$ cat src/rtl/psram_apb_ctrl.sv
// psram_apb_ctrl: APB slave that turns each access into one CE-framed QPI
// PSRAM transaction (command, 24-bit quad address, dummy for reads, quad data).
// sck runs at clock/2; every sck period is one low cycle followed by one high cycle.
// Optional feature macro: PSRAM_STRB_SPLIT_EN -- when defined, a non-contiguous
// write strobe is issued as one CE frame per contiguous byte run; when undefined
// such a strobe is rejected with pslverr and no PSRAM activity.
`timescale 1ns/1ps
module psram_apb_ctrl #(
    parameter logic [7:0] RD_CMD      = 8'hEB,
    parameter logic [7:0] WR_CMD      = 8'h38,
    parameter int         DUMMY_CYC   = 7,
    parameter int         CE_HIGH_MIN = 2
) (
    input  logic        clock,
    input  logic        reset_n,
    input  logic        psel,
    input  logic        penable,
    input  logic        pwrite,
    input  logic [31:0] paddr,
    input  logic [31:0] pwdata,
    input  logic [3:0]  pstrb,
    output logic [31:0] prdata,
    output logic        pready,
    output logic        pslverr,
    output logic        sck,
    output logic        ce_n,
    output logic [3:0]  dio_o,
    output logic [3:0]  dio_oe,
    input  logic [3:0]  dio_i
);

    typedef enum logic [2:0] {
        ST_IDLE  = 3'd0,
        ST_CMD   = 3'd1,
        ST_ADDR  = 3'd2,
        ST_DUMMY = 3'd3,
        ST_DATA  = 3'd4,
        ST_RESP  = 3'd5,
        ST_GAP   = 3'd6
    } state_t;

    // Last dummy period index and GAP lengths. After RESP the idle cycle that
    // accepts the next access is also high, so one GAP cycle less is needed.
    localparam logic [3:0] DUMMY_LAST = 4'(DUMMY_CYC - 1);
    localparam logic [7:0] GAP_RESP   = 8'((CE_HIGH_MIN > 1) ? (CE_HIGH_MIN - 1) : 1);
    localparam logic [7:0] GAP_SPLIT  = 8'((CE_HIGH_MIN > 0) ? CE_HIGH_MIN : 1);

    state_t      state_q;
    logic        sck_q, ce_n_q, pready_q, pslverr_q, is_read_q;
    logic [3:0]  dio_o_q, dio_oe_q, cnt_q, nib_last_q, rem_q;
    logic [31:0] prdata_q, rbuf_q, wdata_q;
    logic [23:0] addr_q;
    logic [21:0] addr_hi_q;
    logic [7:0]  cmd_q, gap_cnt_q;
    logic [1:0]  s_q;

    logic [3:0]  mask_d, rem_d;
    logic [1:0]  s_d;
    logic [2:0]  len_d;

    // Byte-address bits outside the 24-bit word-aligned window are don't-care.
    logic unused_paddr;
    assign unused_paddr = ^{paddr[31:24], paddr[1:0]};

    // Index of the lowest set strobe bit.
    function automatic logic [1:0] lowest_bit(input logic [3:0] m);
        if (m[0])      return 2'd0;
        else if (m[1]) return 2'd1;
        else if (m[2]) return 2'd2;
        else           return 2'd3;
    endfunction

    // Length of the run of ones starting at bit s.
    function automatic logic [2:0] run_len(input logic [3:0] m, input logic [1:0] s);
        logic [3:0] sh;
        sh = m >> s;
        casez (sh)
            4'b1111: return 3'd4;
            4'b?111: return 3'd3;
            4'b??11: return 3'd2;
            4'b???1: return 3'd1;
            default: return 3'd0;
        endcase
    endfunction

    // Strobe mask covering len lanes starting at lane s.
    function automatic logic [3:0] run_mask(input logic [1:0] s, input logic [2:0] len);
        logic [3:0] m;
        case (len)
            3'd1:    m = 4'b0001;
            3'd2:    m = 4'b0011;
            3'd3:    m = 4'b0111;
            3'd4:    m = 4'b1111;
            default: m = 4'b0000;
        endcase
        return m << s;
    endfunction

    // Write nibble n of a frame starting at lane s: high nibble of each byte first.
    function automatic logic [3:0] wr_nibble(input logic [31:0] d, input logic [1:0] s,
                                             input logic [2:0] n);
        logic [1:0] lane;
        logic [7:0] b;
        lane = s + n[2:1];
        case (lane)
            2'd0:    b = d[7:0];
            2'd1:    b = d[15:8];
            2'd2:    b = d[23:16];
            default: b = d[31:24];
        endcase
        return n[0] ? b[3:0] : b[7:4];
    endfunction

    // Address nibble k, most significant first.
    function automatic logic [3:0] addr_nib(input logic [23:0] a, input logic [3:0] k);
        case (k)
            4'd0:    return a[23:20];
            4'd1:    return a[19:16];
            4'd2:    return a[15:12];
            4'd3:    return a[11:8];
            4'd4:    return a[7:4];
            4'd5:    return a[3:0];
            default: return 4'h0;
        endcase
    endfunction

    // Decode the next contiguous byte run: from the APB strobe when idle,
    // from the leftover strobe between split frames.
    always_comb begin
        mask_d = (state_q == ST_GAP) ? rem_q : pstrb;
        s_d    = lowest_bit(mask_d);
        len_d  = run_len(mask_d, s_d);
        rem_d  = mask_d & ~run_mask(s_d, len_d);
    end

    // Controller FSM with all PSRAM and APB outputs registered.
    always_ff @(posedge clock or negedge reset_n) begin
        if (!reset_n) begin
            state_q    <= ST_IDLE;
            sck_q      <= 1'b0;
            ce_n_q     <= 1'b1;
            dio_o_q    <= 4'h0;
            dio_oe_q   <= 4'h0;
            pready_q   <= 1'b0;
            pslverr_q  <= 1'b0;
            prdata_q   <= 32'h0;
            rbuf_q     <= 32'h0;
            wdata_q    <= 32'h0;
            addr_q     <= 24'h0;
            addr_hi_q  <= 22'h0;
            cmd_q      <= 8'h0;
            gap_cnt_q  <= 8'h0;
            cnt_q      <= 4'h0;
            nib_last_q <= 4'h0;
            rem_q      <= 4'h0;
            s_q        <= 2'd0;
            is_read_q  <= 1'b0;
        end else begin
            case (state_q)
                ST_IDLE: begin
                    pready_q  <= 1'b0;
                    pslverr_q <= 1'b0;
                    if (psel && penable) begin
                        addr_hi_q <= paddr[23:2];
                        wdata_q   <= pwdata;
                        cnt_q     <= 4'h0;
                        if (!pwrite) begin
                            state_q    <= ST_CMD;
                            ce_n_q     <= 1'b0;
                            cmd_q      <= RD_CMD;
                            dio_o_q    <= {3'b000, RD_CMD[7]};
                            dio_oe_q   <= 4'b0001;
                            addr_q     <= {paddr[23:2], 2'b00};
                            is_read_q  <= 1'b1;
                            s_q        <= 2'd0;
                            nib_last_q <= 4'd7;
                            rem_q      <= 4'h0;
                        end else if (pstrb == 4'b0000) begin
                            state_q  <= ST_RESP;
                            pready_q <= 1'b1;
                        end else if (rem_d != 4'b0000) begin
`ifdef PSRAM_STRB_SPLIT_EN
                            state_q    <= ST_CMD;
                            ce_n_q     <= 1'b0;
                            cmd_q      <= WR_CMD;
                            dio_o_q    <= {3'b000, WR_CMD[7]};
                            dio_oe_q   <= 4'b0001;
                            addr_q     <= {paddr[23:2], s_d};
                            is_read_q  <= 1'b0;
                            s_q        <= s_d;
                            nib_last_q <= {len_d, 1'b0} - 4'd1;
                            rem_q      <= rem_d;
`else
                            state_q   <= ST_RESP;
                            pready_q  <= 1'b1;
                            pslverr_q <= 1'b1;
`endif
                        end else begin
                            state_q    <= ST_CMD;
                            ce_n_q     <= 1'b0;
                            cmd_q      <= WR_CMD;
                            dio_o_q    <= {3'b000, WR_CMD[7]};
                            dio_oe_q   <= 4'b0001;
                            addr_q     <= {paddr[23:2], s_d};
                            is_read_q  <= 1'b0;
                            s_q        <= s_d;
                            nib_last_q <= {len_d, 1'b0} - 4'd1;
                            rem_q      <= 4'h0;
                        end
                    end
                end
                ST_CMD: begin
                    if (!sck_q) begin
                        sck_q <= 1'b1;
                    end else begin
                        sck_q <= 1'b0;
                        if (cnt_q == 4'd7) begin
                            state_q  <= ST_ADDR;
                            cnt_q    <= 4'h0;
                            dio_o_q  <= addr_nib(addr_q, 4'd0);
                            dio_oe_q <= 4'hF;
                        end else begin
                            cnt_q   <= cnt_q + 4'd1;
                            dio_o_q <= {3'b000, cmd_q[3'd6 - cnt_q[2:0]]};
                        end
                    end
                end
                ST_ADDR: begin
                    if (!sck_q) begin
                        sck_q <= 1'b1;
                    end else begin
                        sck_q <= 1'b0;
                        if (cnt_q == 4'd5) begin
                            cnt_q <= 4'h0;
                            if (is_read_q) begin
                                state_q  <= ST_DUMMY;
                                dio_o_q  <= 4'h0;
                                dio_oe_q <= 4'h0;
                            end else begin
                                state_q  <= ST_DATA;
                                dio_o_q  <= wr_nibble(wdata_q, s_q, 3'd0);
                                dio_oe_q <= 4'hF;
                            end
                        end else begin
                            cnt_q   <= cnt_q + 4'd1;
                            dio_o_q <= addr_nib(addr_q, cnt_q + 4'd1);
                        end
                    end
                end
                ST_DUMMY: begin
                    if (!sck_q) begin
                        sck_q <= 1'b1;
                    end else begin
                        sck_q <= 1'b0;
                        if (cnt_q == DUMMY_LAST) begin
                            state_q <= ST_DATA;
                            cnt_q   <= 4'h0;
                        end else begin
                            cnt_q <= cnt_q + 4'd1;
                        end
                    end
                end
                ST_DATA: begin
                    if (!sck_q) begin
                        sck_q <= 1'b1;
                        if (is_read_q) begin
                            rbuf_q[{cnt_q[2:1], ~cnt_q[0], 2'b00} +: 4] <= dio_i;
                        end else begin
                            rbuf_q <= rbuf_q;
                        end
                    end else begin
                        sck_q <= 1'b0;
                        if (cnt_q == nib_last_q) begin
                            ce_n_q   <= 1'b1;
                            dio_o_q  <= 4'h0;
                            dio_oe_q <= 4'h0;
                            cnt_q    <= 4'h0;
                            if (rem_q != 4'b0000) begin
                                state_q   <= ST_GAP;
                                gap_cnt_q <= GAP_SPLIT;
                            end else begin
                                state_q   <= ST_RESP;
                                pready_q  <= 1'b1;
                                pslverr_q <= 1'b0;
                                if (is_read_q) begin
                                    prdata_q <= rbuf_q;
                                end else begin
                                    prdata_q <= prdata_q;
                                end
                            end
                        end else begin
                            cnt_q <= cnt_q + 4'd1;
                            if (is_read_q) begin
                                dio_o_q <= 4'h0;
                            end else begin
                                dio_o_q <= wr_nibble(wdata_q, s_q, cnt_q[2:0] + 3'd1);
                            end
                        end
                    end
                end
                ST_RESP: begin
                    pready_q  <= 1'b0;
                    pslverr_q <= 1'b0;
                    state_q   <= ST_GAP;
                    gap_cnt_q <= GAP_RESP;
                end
                ST_GAP: begin
                    if (gap_cnt_q <= 8'd1) begin
                        if (rem_q != 4'b0000) begin
                            state_q    <= ST_CMD;
                            ce_n_q     <= 1'b0;
                            cmd_q      <= WR_CMD;
                            dio_o_q    <= {3'b000, WR_CMD[7]};
                            dio_oe_q   <= 4'b0001;
                            addr_q     <= {addr_hi_q, s_d};
                            is_read_q  <= 1'b0;
                            s_q        <= s_d;
                            nib_last_q <= {len_d, 1'b0} - 4'd1;
                            rem_q      <= rem_d;
                            cnt_q      <= 4'h0;
                        end else begin
                            state_q <= ST_IDLE;
                        end
                    end else begin
                        gap_cnt_q <= gap_cnt_q - 8'd1;
                    end
                end
                default: begin
                    state_q  <= ST_IDLE;
                    sck_q    <= 1'b0;
                    ce_n_q   <= 1'b1;
                    dio_o_q  <= 4'h0;
                    dio_oe_q <= 4'h0;
                    pready_q <= 1'b0;
                end
            endcase
        end
    end

    assign prdata  = prdata_q;
    assign pready  = pready_q;
    assign pslverr = pslverr_q;
    assign sck     = sck_q;
    assign ce_n    = ce_n_q;
    assign dio_o   = dio_o_q;
    assign dio_oe  = dio_oe_q;

endmodule

$ cat config.mk
export PLATFORM = sky130hd
export DESIGN_NAME = psram_apb_ctrl
export DESIGN_NICKNAME = d
export VERILOG_FILES = /design/src/rtl/psram_apb_ctrl.sv
export SDC_FILE = /design/constraint.sdc
export NUM_CORES = 1
export LEC_CHECK = 0
export CAP_MARGIN = 20
export CORE_MARGIN = 1.5
export CORE_UTILIZATION = 45
export DETAILED_ROUTE_END_ITERATION = 16
export MAX_ROUTING_LAYER = met4
export PLACE_DENSITY = 0.67
export SYNTH_ARGS = -nofsm -noshare
export SYNTH_HDL_FRONTEND = slang
export SYNTH_SLANG_ARGS = --single-unit
$ cat constraint.sdc
create_clock -name clock -period 3.6 [get_ports clock]
set_input_delay 0.72 -clock clock [delete_from_list [all_inputs] [get_ports clock]]
set_output_delay 0.72 -clock clock [all_outputs]
set_load 0.01 [all_outputs]
==> metrics.md <==
| Metric | Value |
|---|---|
| Crit path launch type | `register` |
| Initial Util | `0.456` |
| Post-Place Cells | `1164` |
| Max incr delay on CP | `0.75 ns` |
| RSZ-0062 raised after global routing | `no` |
| CTS HTree Levels | `4` |
| Clock Latency Late Sink | `0.43 ns` |
| Number of cells on the worst reg-to-reg path | `7` |
| CP top delay family | `simple AND/OR/NAND/NOR gates` |
| CTS max path bufs | `2` |
| WL/cell | `17.3 um` |
| Hold Fails Final Rpt | `0` |
| Vias | `6640` |
| Top layer in use | `met4` |
| Clock sink count | `177` |
| Fmax | `343 MHz` |
| Crit path kind | `register to register` |
| Levels on crit path | `7` |
| Max-cap violation count | `0` |
| Most frequent cells in the layout | `dfrtp_1, clkdlybuf4s50_1, mux2_2, nand2_1, nor2_1` |
| Yosys warns | `0` |
| Unique cell type count in the Yosys netlist | `73` |
| Final setup vio count | `0` |
| Row cnt | `52` |
| Status | `complete, no violations` |
| DR DRC count | `0` |
| Metal3 WL | `921 um` |
| Peak supply drop | `0.000386 V` |
| CTS tree | `built` |
| All-Layer GR Usage | `0.208` |
| M1 WL | `10.0 mm` |
| Nets | `1002` |
| Avg Cell Area, Syn | `11.3 sq um` |
| Cts bufs inserted | `17` |
| Final Cycle Share | `0.811` |
| Clock transition at path regs | `0.07 ns` |
| Die W | `146 um` |
| Cts repair resizes | `0` |
| Post-synthesis cell count | `813` |
| Data required time of the critical path | `3.91 ns` |
| Vias in the first global route | `6453` |
| Post-synthesis sequential area ratio | `0.484` |
| CTS root buf | `clkbuf_16` |
| Yosys reg bits | `177` |
| Cell area power density | `828 nW/um^2` |
| Fin cells | `1196` |
| Global route total overflow | `0` |
| Cell leakage power | `4.92 nW` |
| Placement-stage cell area | `10500 sq um` |
| Cell chain of the critical path | `nand3b_1, nor4b_4, o311ai_4, and3_2, buf_4, nor2_1, a31oi_1` |
| Critical path peak fanout | `34` |
| Post-CTS setup buffer count | `0` |
| Final wirelength | `20.7 mm` |
| Multi-input logic area | `4370 sq um` |
| Syn Nets | `902` |
| Slew Viols, Final | `0` |
| Share of layout cells above drive strength 1 | `0.232` |
| Top FF cell, synth | `dfrtp_1` |
| Final HPWL DP | `14.5 mm` |
| Final antenna diode count | `0` |
| Clock skew | `0.0126 ns` |
| Die Area | `21200 sq um` |
| Number of buffers added on ports | `110` |
| Setup crit end kind | `register` |
| First-pass GRT wire length | `34.3 mm` |
| Slew Limit Headroom | `0.457` |
| Arrival @ worst endpoint | `3.22 ns` |
| Crit path buf inv count | `1` |
| Fill cell count | `1734` |
| GPL Wtd Cong | `0.917` |
| Slew @ Worst Pin | `0.808 ns` |
| Slowest cell on crit path | `dfrtp_1` |
| Commonest non-fill, non-tap cell in the layout | `dfrtp_1` |
| DR vias/cell | `5.55` |
| Hold Buf Count CTS | `0` |
| Initial antenna violation count | `0` |
| Async SR Flop Fraction | `1.00` |
| Setup tns final | `0 ns` |
| # IOs | `121` |
| WHS | `0.306 ns` |
| Die Ht | `146 um` |
| P&R area growth vs syn | `21.8%` |
| Minimum clock period | `2.92 ns` |
| Storage element area | `4430 sq um` |
| Post-synth EDFFs | `0` |
| Iter 0 DRT Violations | `511` |
| Final ANT Viol Nets | `0` |
| TritonRoute pass-1 iters | `5` |
| Largest net degree at the start of global routing | `75` |
| Mapped Area | `9160 sq um` |
| Core area | `20100 sq um` |
| Met2 wire length | `9.49 mm` |
| Final Instance Area | `11200 sq um` |
| Hold WC Path Type | `input port to async pin` |
==> cells by family (layout without fill, tap and decap cells) <==
| group | after synthesis | in the layout | synth area share |
|---|---|---|---|
| AO/OA/AOI/OAI | 149 | 149 | 0.106 |
| XOR/XNOR | 7 | 7 | 0.00751 |
| AND/OR/NAND/NOR | 242 | 242 | 0.136 |
| flip-flops | 177 | 177 | 0.484 |
| multiplexers | 152 | 152 | 0.208 |
| adder cells (fa/ha/maj) | 13 | 13 | 0.0175 |
| buffers and inverters | 73 | 186 | 0.0407 |
==> cells in the mapped netlist (all sizes together) (4+ instances only) <==
cell	n	area, sq um
nor2	51	199
and3	5	31.3
or2	5	31.3
a21o	4	30.0
dfrtp	176	4400
mux4	9	203
clkbuf	30	113
a22o	4	35.0
nand3	16	80.1
nor3	21	110
and3b	4	35.0
a211oi	7	52.6
o211ai	4	30.0
nand3b	5	37.5
o21ai	38	190
mux2i	15	150
or3	8	50.1
a31oi	27	169
inv	17	63.8
nand2	79	297
nand4	5	31.3
o22ai	5	31.3
buf	25	193
xnor2	4	42.6
ha	12	150
nor2b	15	93.8
a21boi	4	30.0
a221o	4	40.0
nor4	9	77.6
mux2	128	1550
a21oi	27	135
nand2b	6	37.5
==> power breakdown <==
group / switching (W) / internal (W) / total (W)
clock: 0.000886 / 0.00107 / 0.00196
sequential: 0.000555 / 0.00272 / 0.00328
combinational: 0.00207 / 0.00193 / 0.00400
==> registers in the layout, summed over array words and instances, names as in the netlist, 2 cells and up <==
| signal | cells |
|---|---|
| dio_o | 4 |
| dio_oe | 2 |
| cmd_q | 2 |
| addr_q | 24 |
| state_q | 3 |
| prdata | 32 |
| addr_hi_q | 22 |
| rbuf_q | 32 |
| rem_q | 4 |
| nib_last_q | 4 |
| cnt_q | 4 |
| wdata_q | 32 |
| gap_cnt_q | 8 |
==> per-layer routing <==
layer  GRT usage  vias up
met3      0.0354       22
li1            -     3143
met4      0.0612        0
met5           -        -
met1       0.297     3287
met2       0.305      188
==> cell type report <==
type                    instances  area share
clock inverters                15      0.0185
clock buffers                  17      0.0381
well taps                     270      0.0303
repair buffers                136       0.119
multi-input cells             563       0.391
inverters                      18     0.00606
flip-flops and latches        177       0.397
==> stage by stage <==
stage	total power [W]	util	setup slack [ns]
6_report	0.00924	0.555	0.682
5_1_grt	0.00987	0.555	0.466
4_1_cts	0.00929	0.555	0.713
3_5_place_dp	0.00730	0.524	0.409
3_3_place_gp	0.00721	0.524	0.477
2_1_floorplan	0.00611	-	0.408
==> worst reg2reg max path, delay by kind of cell, from the launching register on <==
family	cells	cell delay [ns]
buf+inv	1	0.32
compound gates	2	0.22
flops	1	0.75
simple gates	4	1.52
==> path summary, 6_finish.rpt <==
check	end	startpoint	slack, ns
worst max-delay path	addr_q[22]	state_q[1]	0.68
worst min-delay path	gap_cnt_q[6]	reset_n	0.31
worst max register to register	addr_q[22]	state_q[1]	0.68
worst min register to register	ce_n	ce_n	0.47
max in group asynchronous	rbuf_q[18]	reset_n	2.47
min in group clock	ce_n	ce_n	0.47
Note: power is estimated with default switching activity, not from simulation.
